$ cat config.mk
export PLATFORM = sky130hd
export DESIGN_NAME = front_icon_dispatch_queue
export DESIGN_NICKNAME = d
export VERILOG_FILES = /design/src/rtl/front_icon_dispatch_queue.sv
export SDC_FILE = /design/constraint.sdc
export NUM_CORES = 1
export LEC_CHECK = 0
export ABC_CLOCK_PERIOD_IN_PS = 9300
export BUFFER_PORTS_ARGS = -buffer_cell sky130_fd_sc_hd__buf_2
export CORE_ASPECT_RATIO = 1.75
export CORE_MARGIN = 1.5
export CORE_UTILIZATION = 33
export CTS_CLUSTER_DIAMETER = 200
export DETAILED_ROUTE_END_ITERATION = 10
export PLACE_DENSITY = 0.48
export SLEW_MARGIN = 25
export SYNTH_ARGS = -nofsm -noshare
export SYNTH_HDL_FRONTEND = slang
export SYNTH_SLANG_ARGS = --single-unit
$ cat constraint.sdc
create_clock -name clk -period 9.3 [get_ports clk]
set_clock_uncertainty 0.2 [all_clocks]
set_input_delay 1.395 -clock clk [delete_from_list [all_inputs] [get_ports clk]]
set_output_delay 1.395 -clock clk [all_outputs]
set_load 0.05 [all_outputs]
$ cat src/rtl/front_icon_dispatch_queue.sv
`default_nettype none
// ============================================================================
// Module      : front_icon_dispatch_queue
// Description : Front-end buffer between rename and the backend interconnect
//               controller. Accepts up to NUM_ENQ icon instructions per cycle
//               in program order into a circular FIFO and hands them out
//               through one registered slot per dispatch channel.
//
// Ports
//   clk                          clock
//   reset                        synchronous, active-high reset
//   flush_i                      pipeline flush, discards everything held
//   enq_instr_i [NUM_ENQ]        instructions from rename, lane 0 oldest
//   enq_valid_i [NUM_ENQ]        per-lane valid, may be sparse
//   enq_ready_o                  all-or-nothing accept for the whole batch
//   icon_instr_dispatch_o        per-channel slot contents
//   icon_instr_dispatch_valid_o  per-channel slot full
//   icon_instr_dispatch_ready_i  per-channel accept from the controller
//   occupancy_o                  FIFO entry count (channel slots excluded)
//   stall_cycles_o               (ICON_DISPATCH_STATS_EN) enqueue stall cycles
//   dispatched_count_o           (ICON_DISPATCH_STATS_EN) handshakes seen
//
// Build option : define ICON_DISPATCH_STATS_EN to add the two saturating
//                32-bit statistics counters and their ports.
// The icon instruction type is carried as an INSTR_W-bit vector.
//
// Revision    : 1.0 - initial release
// ============================================================================
module front_icon_dispatch_queue #(
    parameter int LOG2_NUM_ICON_CHANNELS = 2,
    parameter int NUM_ENQ                = 2,
    parameter int DEPTH                  = 8,
    parameter int INSTR_W                = 32
) (
    input  logic                                                   clk,
    input  logic                                                   reset,
    input  logic                                                   flush_i,
    input  logic [NUM_ENQ-1:0][INSTR_W-1:0]                        enq_instr_i,
    input  logic [NUM_ENQ-1:0]                                     enq_valid_i,
    output logic                                                   enq_ready_o,
    output logic [(2**LOG2_NUM_ICON_CHANNELS)-1:0][INSTR_W-1:0]    icon_instr_dispatch_o,
    output logic [(2**LOG2_NUM_ICON_CHANNELS)-1:0]                 icon_instr_dispatch_valid_o,
    input  logic [(2**LOG2_NUM_ICON_CHANNELS)-1:0]                 icon_instr_dispatch_ready_i,
    output logic [$clog2(DEPTH):0]                                 occupancy_o
`ifdef ICON_DISPATCH_STATS_EN
    ,
    output logic [31:0]                                            stall_cycles_o,
    output logic [31:0]                                            dispatched_count_o
`endif
);

    localparam int NUM_ICON_CHANNELS = 2**LOG2_NUM_ICON_CHANNELS;
    localparam int IDX_W             = $clog2(DEPTH);
    localparam int PTR_W             = IDX_W + 1;
    localparam int CH_CNT_W          = LOG2_NUM_ICON_CHANNELS + 1;

    typedef enum logic [0:0] {
        SLOT_EMPTY = 1'b0,
        SLOT_FULL  = 1'b1
    } slot_state_e;

    // Pointers carry an extra wrap bit so that full and empty are distinct.
    logic [PTR_W-1:0]   head_q, head_d;
    logic [PTR_W-1:0]   tail_q, tail_d;
    logic [INSTR_W-1:0] mem_q [DEPTH];
    logic [INSTR_W-1:0] mem_d [DEPTH];

    slot_state_e        slot_state_q [NUM_ICON_CHANNELS];
    slot_state_e        slot_state_d [NUM_ICON_CHANNELS];
    logic [INSTR_W-1:0] slot_data_q  [NUM_ICON_CHANNELS];
    logic [INSTR_W-1:0] slot_data_d  [NUM_ICON_CHANNELS];

    logic [PTR_W-1:0]   w_count;
    logic [PTR_W-1:0]   w_load_cnt;
    logic [PTR_W-1:0]   w_enq_cnt;

    // Count is the pointer distance; modular subtraction handles the wrap bit.
    assign w_count     = tail_q - head_q;
    assign occupancy_o = w_count;

    // Depends on registered state only, so rename sees a stable ready.
    assign enq_ready_o = (PTR_W'(DEPTH) - w_count) >= PTR_W'(NUM_ENQ);

    // ------------------------------------------------------------------
    // Next-state: refill of free slots, batch enqueue, flush override.
    // ------------------------------------------------------------------
    always_comb begin
        head_d       = head_q;
        tail_d       = tail_q;
        mem_d        = mem_q;
        slot_state_d = slot_state_q;
        slot_data_d  = slot_data_q;
        w_load_cnt   = '0;
        w_enq_cnt    = '0;

        // Refill works from the registered count, so entries written this
        // cycle can never be loaded before the next edge.
        for (int c = 0; c < NUM_ICON_CHANNELS; c++) begin
            if ((slot_state_q[c] == SLOT_EMPTY) || icon_instr_dispatch_ready_i[c]) begin
                if (w_load_cnt < w_count) begin
                    slot_data_d[c]  = mem_q[IDX_W'(head_q + w_load_cnt)];
                    slot_state_d[c] = SLOT_FULL;
                    w_load_cnt      = w_load_cnt + PTR_W'(1);
                end else begin
                    slot_state_d[c] = SLOT_EMPTY;
                end
            end
        end
        head_d = head_q + w_load_cnt;

        // Valid lanes are compacted in lane order starting at tail.
        if (enq_ready_o) begin
            for (int l = 0; l < NUM_ENQ; l++) begin
                if (enq_valid_i[l]) begin
                    mem_d[IDX_W'(tail_q + w_enq_cnt)] = enq_instr_i[l];
                    w_enq_cnt                          = w_enq_cnt + PTR_W'(1);
                end
            end
        end
        tail_d = tail_q + w_enq_cnt;

        // Flush drops held and incoming work; a slot handshake on this edge
        // has already happened on the wire and is not undone.
        if (flush_i) begin
            head_d      = '0;
            tail_d      = '0;
            mem_d       = mem_q;
            slot_data_d = slot_data_q;
            for (int c = 0; c < NUM_ICON_CHANNELS; c++) begin
                slot_state_d[c] = SLOT_EMPTY;
            end
        end
    end

    always_ff @(posedge clk) begin
        if (reset) begin
            head_q <= '0;
            tail_q <= '0;
            for (int i = 0; i < DEPTH; i++) begin
                mem_q[i] <= '0;
            end
            for (int c = 0; c < NUM_ICON_CHANNELS; c++) begin
                slot_state_q[c] <= SLOT_EMPTY;
                slot_data_q[c]  <= '0;
            end
        end else begin
            head_q       <= head_d;
            tail_q       <= tail_d;
            mem_q        <= mem_d;
            slot_state_q <= slot_state_d;
            slot_data_q  <= slot_data_d;
        end
    end

    generate
        for (genvar c = 0; c < NUM_ICON_CHANNELS; c++) begin : g_out
            assign icon_instr_dispatch_valid_o[c] = (slot_state_q[c] == SLOT_FULL);
            assign icon_instr_dispatch_o[c]       = slot_data_q[c];
        end
    endgenerate

`ifdef ICON_DISPATCH_STATS_EN
    // ------------------------------------------------------------------
    // Saturating statistics; cleared by reset only, flush leaves them.
    // ------------------------------------------------------------------
    logic [31:0]         stall_cycles_q, stall_cycles_d;
    logic [31:0]         dispatched_count_q, dispatched_count_d;
    logic [CH_CNT_W-1:0] w_hs_cnt;
    logic [32:0]         w_disp_sum;

    always_comb begin
        w_hs_cnt = '0;
        for (int c = 0; c < NUM_ICON_CHANNELS; c++) begin
            w_hs_cnt = w_hs_cnt
                     + CH_CNT_W'(icon_instr_dispatch_valid_o[c] & icon_instr_dispatch_ready_i[c]);
        end
        w_disp_sum         = {1'b0, dispatched_count_q} + 33'(w_hs_cnt);
        dispatched_count_d = w_disp_sum[32] ? '1 : w_disp_sum[31:0];

        stall_cycles_d = stall_cycles_q;
        if ((|enq_valid_i) && !enq_ready_o && (stall_cycles_q != '1)) begin
            stall_cycles_d = stall_cycles_q + 32'd1;
        end
    end

    always_ff @(posedge clk) begin
        if (reset) begin
            stall_cycles_q     <= '0;
            dispatched_count_q <= '0;
        end else begin
            stall_cycles_q     <= stall_cycles_d;
            dispatched_count_q <= dispatched_count_d;
        end
    end

    assign stall_cycles_o     = stall_cycles_q;
    assign dispatched_count_o = dispatched_count_q;
`else
    // Statistics disabled: no counter state is built.
`endif

endmodule
`default_nettype wire

# Word-level counts from Yosys, hierarchy flattened
# Cells that the tools add are included.
[word_totals] elab_cells=103 output_inout_bits=137 in_bits=73 regBits=396
[classes] addsub=12 n_lt_le_gt_ge=13 mux=37 bitwise_logic=11 reduce_logical=12
[ops] cell="256-bit two-way mux" count=3
[ops] cell="256-bit bitwise mux" count=2
[ops] cell="32-bit binary-select mux with 3-bit select" count=4
[ops] cell="32-bit two-way mux" count=10
[ops] cell="32-bit demux with 3-bit select" count=2
[ops] cell="4-bit two-way mux" count=9
[ops] cell="4-bit greater-or-equal comparator, second input constant" count=6
[ops] cell="3-bit NOT with 4-bit output" count=6
[ops] cell="4-bit by 1-bit adder with 4-bit output, second input constant" count=4
[ops] cell="3-bit adder" count=4
[ops] cell="4-bit < comparator" count=3
[ops] cell="3-bit AND reduction" count=4
[ops] cell="4-bit adder" count=2
[ops] cell="4-bit by 1-bit < comparator with 1-bit output, second input constant" count=2
[ops] cell="1-bit two-way mux" count=7
[ops] cell="1-bit NOT" count=5
[ops] cell="4-bit by 2-bit greater-or-equal comparator with 1-bit output, second input constant" count=1
[ops] cell="1-bit logical OR" count=4
[ops] cell="1-bit by 4-bit < comparator with 1-bit output, first input constant" count=1
[ops] cell="4-bit subtractor" count=1
[ops] cell="4-bit subtractor, first input constant" count=1
[ops] cell="1-bit logical AND" count=2
[ops] cell="2-bit AND reduction" count=1
[ops] cell="2-bit OR reduction" count=1

# Logic depth before layout (Yosys ltp)
# Gate-level depths: netlist of the first run.
[depth] word_depth=15 depth_mapped=31 mapped_depth_nobuf=25

# Worst setup path before layout of the first run
# No wires, ideal clock.
[synth_path] kind="register to register" startpoint="reg head_q[1]" endpoint="reg slot_data_q (netlist bit icon_instr_dispatch_o[101])" n_path_buf=8 required_time_ps=8958 arrival_ps=6930 period_less_slack_ps=7272 stages_incl_launch_ff=28 path_slack_ps=2028 setup_ps=142 cell_sequence="dfxtp_1 buf_2 clkbuf_1 clkbuf_1 inv_1 ha_1 nand3b_1 a21oi_1 nor2_2 inv_2 o21ai_2 inv_2 buf_2 buf_1 ha_1 mux2_2 nand2_1 or3_1 buf_6 inv_1 a211oi_1 inv_1 fa_1 clkbuf_1 buf_2 mux4_2 mux2i_1 a211oi_2"
[synth_via] elab_chain_cells=15 elab_cells_between_ends=19 cone_classes="add/sub: 4; order compare: 4; mux: 9; bitwise: 1; reduce/logical: 1"
[synth_rtl] element="from (decl)" line_no="63" text="logic [PTR_W-1:0] head_q, head_d;"
[synth_rtl] element="from (signal assigned)" line_no="137" text="head_q <= '0;"
[synth_rtl] element="from (signal assigned)" line_no="147" text="head_q <= head_d;"
[synth_rtl] element="4-bit subtractor *" line_no="78" text="assign w_count = tail_q - head_q;"
[synth_rtl] element="named net occupancy_o[3]" line_no="44" text="output logic [$clog2(DEPTH):0] occupancy_o"
[synth_rtl] element="1-bit by 4-bit < comparator with 1-bit output" line_no="100" text="if (w_load_cnt < w_count) begin"
[synth_rtl] element="1-bit two-way mux" line_no="100"
[synth_rtl] element="1-bit two-way mux" line_no="99" text="if ((slot_state_q[c] == SLOT_EMPTY) || icon_instr_dispatch_ready_i[c]) begin"
[synth_rtl] element="4-bit by 1-bit adder with 4-bit output or 4-bit < comparator (tied branches)" line_no="103, 100"
[synth_rtl] element="4-bit two-way mux" line_no="100"
[synth_rtl] element="4-bit two-way mux" line_no="99"
[synth_rtl] element="4-bit by 1-bit adder with 4-bit output or 4-bit < comparator (tied branches)" line_no="103, 100"
[synth_rtl] element="4-bit two-way mux" line_no="100"
[synth_rtl] element="4-bit two-way mux" line_no="99"
[synth_rtl] element="3-bit adder" line_no="101" text="slot_data_d[c] = mem_q[IDX_W'(head_q + w_load_cnt)];"
[synth_rtl] element="3-bit NOT with 4-bit output (implied by the code)" line_no="101"
[synth_rtl] element="32-bit binary-select mux with 3-bit select" line_no="101"
[synth_rtl] element="32-bit two-way mux (implied by the code) (2 in series)" line_no="101"
[synth_rtl] element="to (signal assigned)" line_no="151" text="slot_data_q <= slot_data_d;"
[synth_rtl] element="to (decl)" line_no="70" text="logic [INSTR_W-1:0] slot_data_q [NUM_ICON_CHANNELS];"
# Mark *: on every way through the listed nets, which the timed path passes. The rest lies on a longest branch. The select of a mux whose other input is x is not followed.
# A chain may end at the register's enable or synchronous reset.

# Worst setup path in the final report of the first run
[layout_path] startpoint="reg head_q[1]" endpoint="reg slot_data_q (netlist bit icon_instr_dispatch_o[125])"
[layout_via] elab_chain_cells=15 elab_cells_between_ends=19 cone_classes="add/sub: 4; order compare: 4; mux: 9; bitwise: 1; reduce/logical: 1"
[layout_rtl] element="4-bit subtractor" line_no="78"
[layout_rtl] element="1-bit by 4-bit < comparator with 1-bit output" line_no="100"
[layout_rtl] element="1-bit two-way mux" line_no="100"
[layout_rtl] element="1-bit two-way mux" line_no="99"
[layout_rtl] element="4-bit by 1-bit adder with 4-bit output or 4-bit < comparator (tied branches)" line_no="103, 100"
[layout_rtl] element="4-bit two-way mux" line_no="100"
[layout_rtl] element="4-bit two-way mux" line_no="99"
[layout_rtl] element="4-bit by 1-bit adder with 4-bit output or 4-bit < comparator (tied branches)" line_no="103, 100"
[layout_rtl] element="4-bit two-way mux" line_no="100"
[layout_rtl] element="4-bit two-way mux" line_no="99"
[layout_rtl] element="3-bit adder" line_no="101"
[layout_rtl] element="3-bit NOT with 4-bit output (implied by the code)" line_no="101"
[layout_rtl] element="32-bit binary-select mux with 3-bit select" line_no="101"
[layout_rtl] element="32-bit two-way mux (implied by the code) (2 in series)" line_no="101"
# Parallel ways exist; a longest one is shown, timed or not. The select of a mux whose other input is x is not followed.

==> results.tsv, run 1 <==
stage	metric	value	unit
layout	most frequent cells in the layout	743 x nand2_1, 393 x dfxtp_1, 352 x mux2i_1	
global_route	number of antenna violations at the first check in global routing	22	
layout	most frequent standard cell in the layout excluding fill and tap cells	nand2_1	
global_route	number of global-route vias before repair	26592	
synthesis	count of cell types in the netlist	56	
synthesis	top cells by area in the synthesized netlist	dfxtp_1 29%, mux4_2 16%, mux2i_1 13%	
detailed_routing	DRC violation count after routing	0	
critical_path	critical path's top delay family	adder cells	
synthesis	post-synthesis compound-gate area fraction	21.13	%
clocking	Resized Gates After CTS	0	
pwr	Power Density	474.8	mW/mm²
layout	Syn-to-layout area delta	10.53	%
sta	post-route minimum period	7.773	ns
critical_path	data required time at the worst endpoint	9.52	ns
critical_path	Crit. End Element	flop	
clocking	total number of H-tree levels	2	
pwr	maximum resistive drop on vdd	0.5516	mV
layout	fraction of final layout cells sized beyond drive strength 1	19.04	%
pwr	total power consumption of the routed design	14.56	mW
detailed_routing	remaining antenna violation count after routing	0	
run	Maximum Capacitance Violations	0	
sta	setup repair after global routing missed its margin	false	
detailed_routing	per-cell routed wire length	29.75	µm
clocking	clock-pin transition on the worst setup and hold timing paths	0.07	ns
critical_path	class of the most critical setup path	reg2reg	
clocking	master cell of the clock root buffer	clkbuf_16	
clocking	number of buffers created by CTS	42	
die	Die Span Y	386.6	µm
synthesis	cell taking the most area after synthesis	dfxtp_1	
synthesis	dominant synthesized flop cell	dfxtp_1	
critical_path	cells along the critical path	inv_1 -> ha_1 -> a21oi_1 -> a21oi_1 -> nor2_2 -> inv_2 -> o21ai_4 -> inv_4 -> ha_1 -> mux2_2 -> nand2_1 -> or3_1 -> inv_1 -> a211oi_1 -> inv_1 -> fa_4 -> buf_4 -> mux4_2 -> mux2i_1 -> a211oi_2	
die	initial core utilization	33.35	%
synthesis	share of the synthesized area in the top cell type	28.57	%
critical_path	master of the slowest instance on the critical path	fa_4	
synthesis	flops & latches, synth	396	
sta	actual slew at the worst max-slew pin	1.135	ns
die	Die X	222.2	µm
sta	Max transition margin	24.34	%
synthesis	sequential share of the synthesized area	28.57	%
layout	area of the multi-input gates	0.01837	mm²
place	GPL Wtd Cong	0.8615	
synthesis	fraction of synthesized area in multiplexers	28.36	%
synthesis	post-synthesis share of cell area spent on xor and xnor gates	0.6268	%
synthesis	basic-gate share of the synthesized area counting and, or, nand and nor cells	14.01	%
clocking	Clock Tree Buf Depth	3	
clocking	number of hold-repair buffers added at the cts stage	0	
sta	number of setup violations in the final report	0	
place	post-placement setup slack	1.529	ns
synthesis	EDFF count, synth	0	
die	die area	0.08590	mm²
detailed_routing	Initial DRT Pass Iterations	7	
run_status	status	finished clean	
global_route	maximum number of pins on one net before global-route repair	179	
clocking	Clock Latency Late Sink	0.59	ns
synthesis	fraction of the mapped netlist area in adder cells	1.263	%
sta	final setup margin	1.527	ns
synthesis	Synthesis Warnings	0	
clocking	number of buffers inserted to repair setup after CTS	0	
pwr	P_leak	12.30	nW
layout	Final Util	36.86	%
critical_path	data arrival time of the worst path	8.00	ns
critical_path	CP max stage delay	1.32	ns
global_route	first-pass GRT wire length	185.1	mm
min_path	Hold Path Class	reg2reg	
die	number of placement rows	140	
die	Top-Level Pins	210	
sta	maximum clock frequency	128.6	MHz
place	HPWL reported at the end of detailed placement	73.02	mm
synthesis	number of nets in the synthesized netlist	3298	
clocking	number of clock sinks seen by CTS	396	
critical_path	most common cell type on the critical path	inv_1	
die	area of the core	0.08320	mm²
global_route	grt total ovfl	0	
min_path	number of instances on the worst hold path	1	
detailed_routing	Total Routed Length	125.8	mm
critical_path	startpoint types	flop	
critical_path	count of buffer and inverter cells on the critical path	6	
synthesis	synthesized area per cell	8.671	µm²
synthesis	Post-synth ARST share	0	%
synthesis	combinational family with the most area after synthesis	multiplexers	
sta	sum of negative setup slack	0	ns
critical_path	number of cells on the worst reg-to-reg path	20	
detailed_routing	vias after detailed routing	27230	
clocking	TritonCTS clock tree	yes	
critical_path	Crit. path cell count	20	
layout	number of fillers in the final layout	8334	
synthesis	cell count after synthesis	3200	
detailed_routing	violation count after the first detailed-routing iteration	2657	
critical_path	setup slack of the most critical reg-to-reg path	1.53	ns
place	I/O Buffers	209	
sta	share of the clock period used by the worst path	83.59	%
synthesis	Synth Cell Area	0.02775	mm²
global_route	overall global routing resource usage	28.61	%
sta	number of hold violations in the final report	0	
detailed_routing	mean number of vias per cell	6.437	
layout	Total Nets Final	3222	
critical_path	Worst Path Max Fanout	36	
sta	total count of max-transition violations in the final report	0	
layout	sequential cell area in the final layout	0.007936	mm²
synthesized netlist by cell type, drive strengths merged (2+ instances only):
library cell and count:
a21oi 299, mux2i 352, mux2 2, o22ai 96, a211oi 66, and4 31
nand2 747, buf 156, or3 5, o21ai 36, nand3b 2, a311oi 32
o211ai 259, nor2b 4, xnor2 7, nand4 4, nor2 89, fa 5
nand2b 7, ha 20, or2 4, nand3 36, a32o 32, o21a 4
mux4 192, xor2 6, o221ai 32, nor3 9, inv 18, and3 3
dfxtp 396, clkbuf 229, and2 6, a31oi 4
path summary, 6_finish.rpt:
path	end	startpoint
min	icon_instr_dispatch_o[41]$_SDFFE_PP0P_	icon_instr_dispatch_o[41]$_SDFFE_PP0P_
max reg2reg	icon_instr_dispatch_o[125]$_SDFFE_PP0P_	head_q[1]$_SDFF_PP0_
min reg2reg	icon_instr_dispatch_o[41]$_SDFFE_PP0P_	icon_instr_dispatch_o[41]$_SDFFE_PP0P_
max	icon_instr_dispatch_o[125]$_SDFFE_PP0P_	head_q[1]$_SDFF_PP0_
sequential cells by signal (all words and copies together), names as in the netlist:
name / count
head_q: 4
icon_instr_dispatch_o: 128
icon_instr_dispatch_valid_o: 4
mem_q: 256
tail_q: 4
cells by family after synthesis:
logic type               after synthesis
flip-flops                           396
AO/OA/AOI/OAI                        866
adder cells (fa/ha/maj)               25
multiplexers                         546
XOR/XNOR                              14
AND/OR/NAND/NOR                      950
buffers and inverters                403
cell type report:
type | instances | area share, %
timing repair buffer | 265 | 4.961
tap | 1065 | 4.345
clock buffer | 63 | 3.982
sequential | 396 | 25.88
multi-input combinational | 2401 | 59.90
inverter | 18 | 0.2284
antenna | 9 | 0.07343
clock inverter | 13 | 0.6323
per-stage QoR:
stage | instances | hold slack, ns | area, µm²
3_5_place_dp | 4144 | 0.2643 | 29210
5_1_grt | 4224 | 0.3003 | 30660
6_report | 4230 | 0.2729 | 30670
4_1_cts | 4220 | 0.2802 | 30620
2_1_floorplan | 3200 | 0.2772 | 27750
3_3_place_gp | 4144 | 0.2600 | 29210
routing by layer:
metal	up-vias	GRT usage, %	wire length (µm)
met4	20	18.67	8980
li1	11767	-	-
met3	449	5.567	10630
met5	-	0	122
met1	13474	33.34	45950
met2	1520	47.64	60160
power by group:
group	leakage, nW	internal [mW]	switching, mW
logic	8.38	3.51	6.68
clock network	0.698	1.05	0.810
registers	3.22	2.05	0.474
total	12.3	6.60	7.96
Power figures use the tool's default switching activity.
==> inputs of run 2 (changes only) <==
--- a/config.mk
+++ b/config.mk
@@ -5,7 +5,8 @@
 export SDC_FILE = /design/constraint.sdc
 export NUM_CORES = 1
 export LEC_CHECK = 0
-export ABC_CLOCK_PERIOD_IN_PS = 9300
+export ABC_AREA = 1
+export ABC_CLOCK_PERIOD_IN_PS = 7490
 export BUFFER_PORTS_ARGS = -buffer_cell sky130_fd_sc_hd__buf_2
 export CORE_ASPECT_RATIO = 1.75
 export CORE_MARGIN = 1.5
==> constraint.sdc (replaced) <==
create_clock -name clk -period 7.49 [get_ports clk]
set_clock_uncertainty 0.2 [all_clocks]
set_input_delay 1.1235 -clock clk [delete_from_list [all_inputs] [get_ports clk]]
set_output_delay 1.1235 -clock clk [all_outputs]
set_load 0.05 [all_outputs]
==> run 2 against run 1 <==
- critical endpoint is now icon_instr_dispatch_o[118]$_SDFFE_PP0P_
- critical path depth grew 11
- routed wire length grew 11%
- register-to-register slack worse by 0.16 ns
- global-route usage increased by 2.6 points
- sequential cell count stayed put
- first-iteration DRC count rose by 22%
- synthesized area is 1.7% higher
==> results.tsv, run 2 <==
stage	metric	value	unit
synthesis	Synthesis Warnings	0	
critical_path	master of the slowest instance on the critical path	dfxtp_1	
critical_path	setup slack of the most critical reg-to-reg path	1.36	ns
critical_path	CP max stage delay	0.78	ns
critical_path	Critical Path End	icon_instr_dispatch_o[118]$_SDFFE_PP0P_	
global_route	grt total ovfl	0	
sta	total count of max-transition violations in the final report	0	
critical_path	Crit Reg-Reg Endpoint	icon_instr_dispatch_o[118]$_SDFFE_PP0P_	
run_status	status	finished clean	
die	die area	0.08732	mm²
layout	max reg flops	256	
die	Die Span Y	389.8	µm
place	post-placement setup slack	1.438	ns
clocking	TritonCTS clock tree	yes	
clocking	Resized Gates After CTS	0	
sta	actual slew at the worst max-slew pin	1.140	ns
sta	post-route minimum period	6.128	ns
detailed_routing	Total Routed Length	139.4	mm
die	initial core utilization	33.38	%
synthesis	cell count after synthesis	4392	
detailed_routing	per-cell routed wire length	25.80	µm
synthesis	count of cell types in the netlist	38	
clocking	number of hold-repair buffers added at the cts stage	0	
clocking	number of buffers inserted to repair setup after CTS	0	
global_route	number of antenna violations at the first check in global routing	6	
clocking	Clock Latency Late Sink	0.63	ns
critical_path	CP startpoint	head_q[0]$_SDFF_PP0_	
synthesis	top cells by area in the synthesized netlist	dfxtp_1 28%, o21ai_0 15%, a21oi_1 9.2%	
detailed_routing	Initial DRT Pass Iterations	6	
layout	Final Util	36.85	%
die	number of placement rows	141	
synthesis	synth cell count leaders	859 x o21ai_0, 543 x nand2_1, 521 x a21oi_1	
clocking	Clock Tree Buf Depth	3	
synthesis	Synth Cell Area	0.02821	mm²
detailed_routing	remaining antenna violation count after routing	0	
sta	setup repair after global routing missed its margin	false	
critical_path	Crit. End Element	flop	
global_route	first-pass GRT wire length	202.7	mm
critical_path	Worst Path Max Fanout	38	
die	area of the core	0.08450	mm²
sta	share of the clock period used by the worst path	81.82	%
global_route	maximum number of pins on one net before global-route repair	171	
detailed_routing	vias after detailed routing	32131	
sta	final setup margin	1.362	ns
clocking	clock-pin transition on the worst setup and hold timing paths	0.06	ns
synthesis	sequential share of the synthesized area	28.10	%
clocking	master cell of the clock root buffer	clkbuf_16	
synthesis	share of the synthesized area in the top cell type	28.10	%
clocking	total number of H-tree levels	2	
detailed_routing	DRC violation count after routing	0	
die	Die X	224.0	µm
critical_path	data required time at the worst endpoint	7.85	ns
min_path	Hold Path Class	reg2reg	
sta	number of setup violations in the final report	0	
synthesis	flops & latches, synth	396	
place	GPL Wtd Cong	0.9178	
run	Maximum Capacitance Violations	0	
detailed_routing	violation count after the first detailed-routing iteration	3234	
sta	Max transition margin	23.59	%
layout	most frequent cells in the layout	859 x o21ai_0, 528 x nand2_1, 521 x a21oi_1	
synthesis	number of nets in the synthesized netlist	4490	
sta	maximum clock frequency	163.2	MHz
synthesis	library cell with the highest instance count after synthesis	o21ai_0	
critical_path	number of cells on the worst reg-to-reg path	31	
synthesis	EDFF count, synth	0	
layout	largest reg by FF count	mem_q	
critical_path	origin of the critical flop-to-flop path	head_q[0]$_SDFF_PP0_	
layout	fraction of final layout cells sized beyond drive strength 1	11.46	%
detailed_routing	mean number of vias per cell	5.948	
critical_path	data arrival time of the worst path	6.49	ns
place	I/O Buffers	209	
layout	Total Nets Final	4394	
synthesis	cell taking the most area after synthesis	dfxtp_1	
critical_path	startpoint types	flop	
global_route	number of global-route vias before repair	29711	
sta	sum of negative setup slack	0	ns
sta	number of hold violations in the final report	0	
clocking	number of clock sinks seen by CTS	396	
die	Top-Level Pins	210	
critical_path	most common cell type on the critical path	nand2_1	
sta	Fin Hold WS	0.2594	ns
synthesis	dominant synthesized flop cell	dfxtp_1	
synthesis	Post-synth ARST share	0	%
global_route	overall global routing resource usage	31.18	%
clocking	number of buffers created by CTS	43	
layout	most frequent standard cell in the layout excluding fill and tap cells	o21ai_0	
critical_path	class of the most critical setup path	reg2reg	
place	HPWL reported at the end of detailed placement	84.64	mm
layout	Syn-to-layout area delta	10.37	%
synthesis	synthesized area per cell	6.423	µm²
==> run 2: changes by cell type after synthesis, sizes merged, moves of 44 or more <==
cell / before / now
nand2: 747 / 546
inv: 18 / 355
nor2: 89 / 475
mux4: 192 / 0
a211oi: 66 / 257
mux2i: 352 / 0
a21oi: 299 / 522
buf: 156 / 109
nand3: 36 / 80
o21ai: 36 / 870
clkbuf: 229 / 308
==> run 2: logic make-up (layout without fill, tap and decap cells) <==
kind of cell             after synthesis  count (layout)  share of synthesized area, %
XOR/XNOR                               7               7                        0.2173
buffers and inverters                773             709                         10.99
flip-flops                           396             396                         28.10
adder cells (fa/ha/maj)               25              25                         1.242
AO/OA/AOI/OAI                       2019            2019                         42.90
other                                  0               2                             0
AND/OR/NAND/NOR                     1172            1172                         16.55
==> run 2: stage by stage <==
stage | cell area [µm²] | std cells
final | 31140 | 5402
after global routing | 31130 | 5400
after floorplan | 28210 | 4392
after CTS | 31130 | 5400
after detailed placement | 29620 | 5323
after global placement | 29620 | 5323
==> run 2: worst min path at each step <==
stage / from / to / slack, ns / cells after the start
global route: icon_instr_dispatch_o[87]$_SDFFE_PP0P_ / icon_instr_dispatch_o[87]$_SDFFE_PP0P_ / 0.27 / 2
CTS: icon_instr_dispatch_o[87]$_SDFFE_PP0P_ / icon_instr_dispatch_o[87]$_SDFFE_PP0P_ / 0.26 / 2
global placement: icon_instr_dispatch_o[93]$_SDFFE_PP0P_ / icon_instr_dispatch_o[93]$_SDFFE_PP0P_ / 0.25 / 2
detailed placement: icon_instr_dispatch_o[79]$_SDFFE_PP0P_ / icon_instr_dispatch_o[79]$_SDFFE_PP0P_ / 0.25 / 2
finish: icon_instr_dispatch_o[69]$_SDFFE_PP0P_ / icon_instr_dispatch_o[69]$_SDFFE_PP0P_ / 0.26 / 2
floorplan: tail_q[3]$_SDFF_PP0_ / tail_q[3]$_SDFF_PP0_ / 0.24 / 1
==> run 2: final cells by class <==
| class | instances | area (µm²) |
|---|---|---|
| clock inverter | 17 | 246.5 |
| clock buffer | 60 | 1261 |
| timing repair buffer | 276 | 1672 |
| multi-input combinational | 3223 | 17320 |
| antenna | 2 | 5.005 |
| inverter | 356 | 1358 |
| tap | 1072 | 1341 |
| fill | 9185 | 53370 |
| sequential | 396 | 7930 |
==> run 2: routing by layer <==
| layer | vias to the layer above | share of wire (%) | track usage (%) |
|---|---|---|---|
| li1 | 15238 | - | - |
| met1 | 15150 | 38 | 36.36 |
| met2 | 1401 | 47 | 52.72 |
| met3 | 338 | 6.3 | 3.483 |
| met4 | 4 | 8.1 | 22.58 |
| met5 | - | 0.017 | 0 |
==> run 2: critical path: cells and delay by family, from the launching register on <==
kind,cells,cell delay [ns]
buf+inv,8,1.36
simple gates,14,1.42
compound gates,3,0.46
flops,1,0.78
fa+ha+maj,6,1.81
Power of run 2 is left out: the tool's default activity adds up to more than one toggle a clock period on the data nets, which glitch-free logic cannot reach.
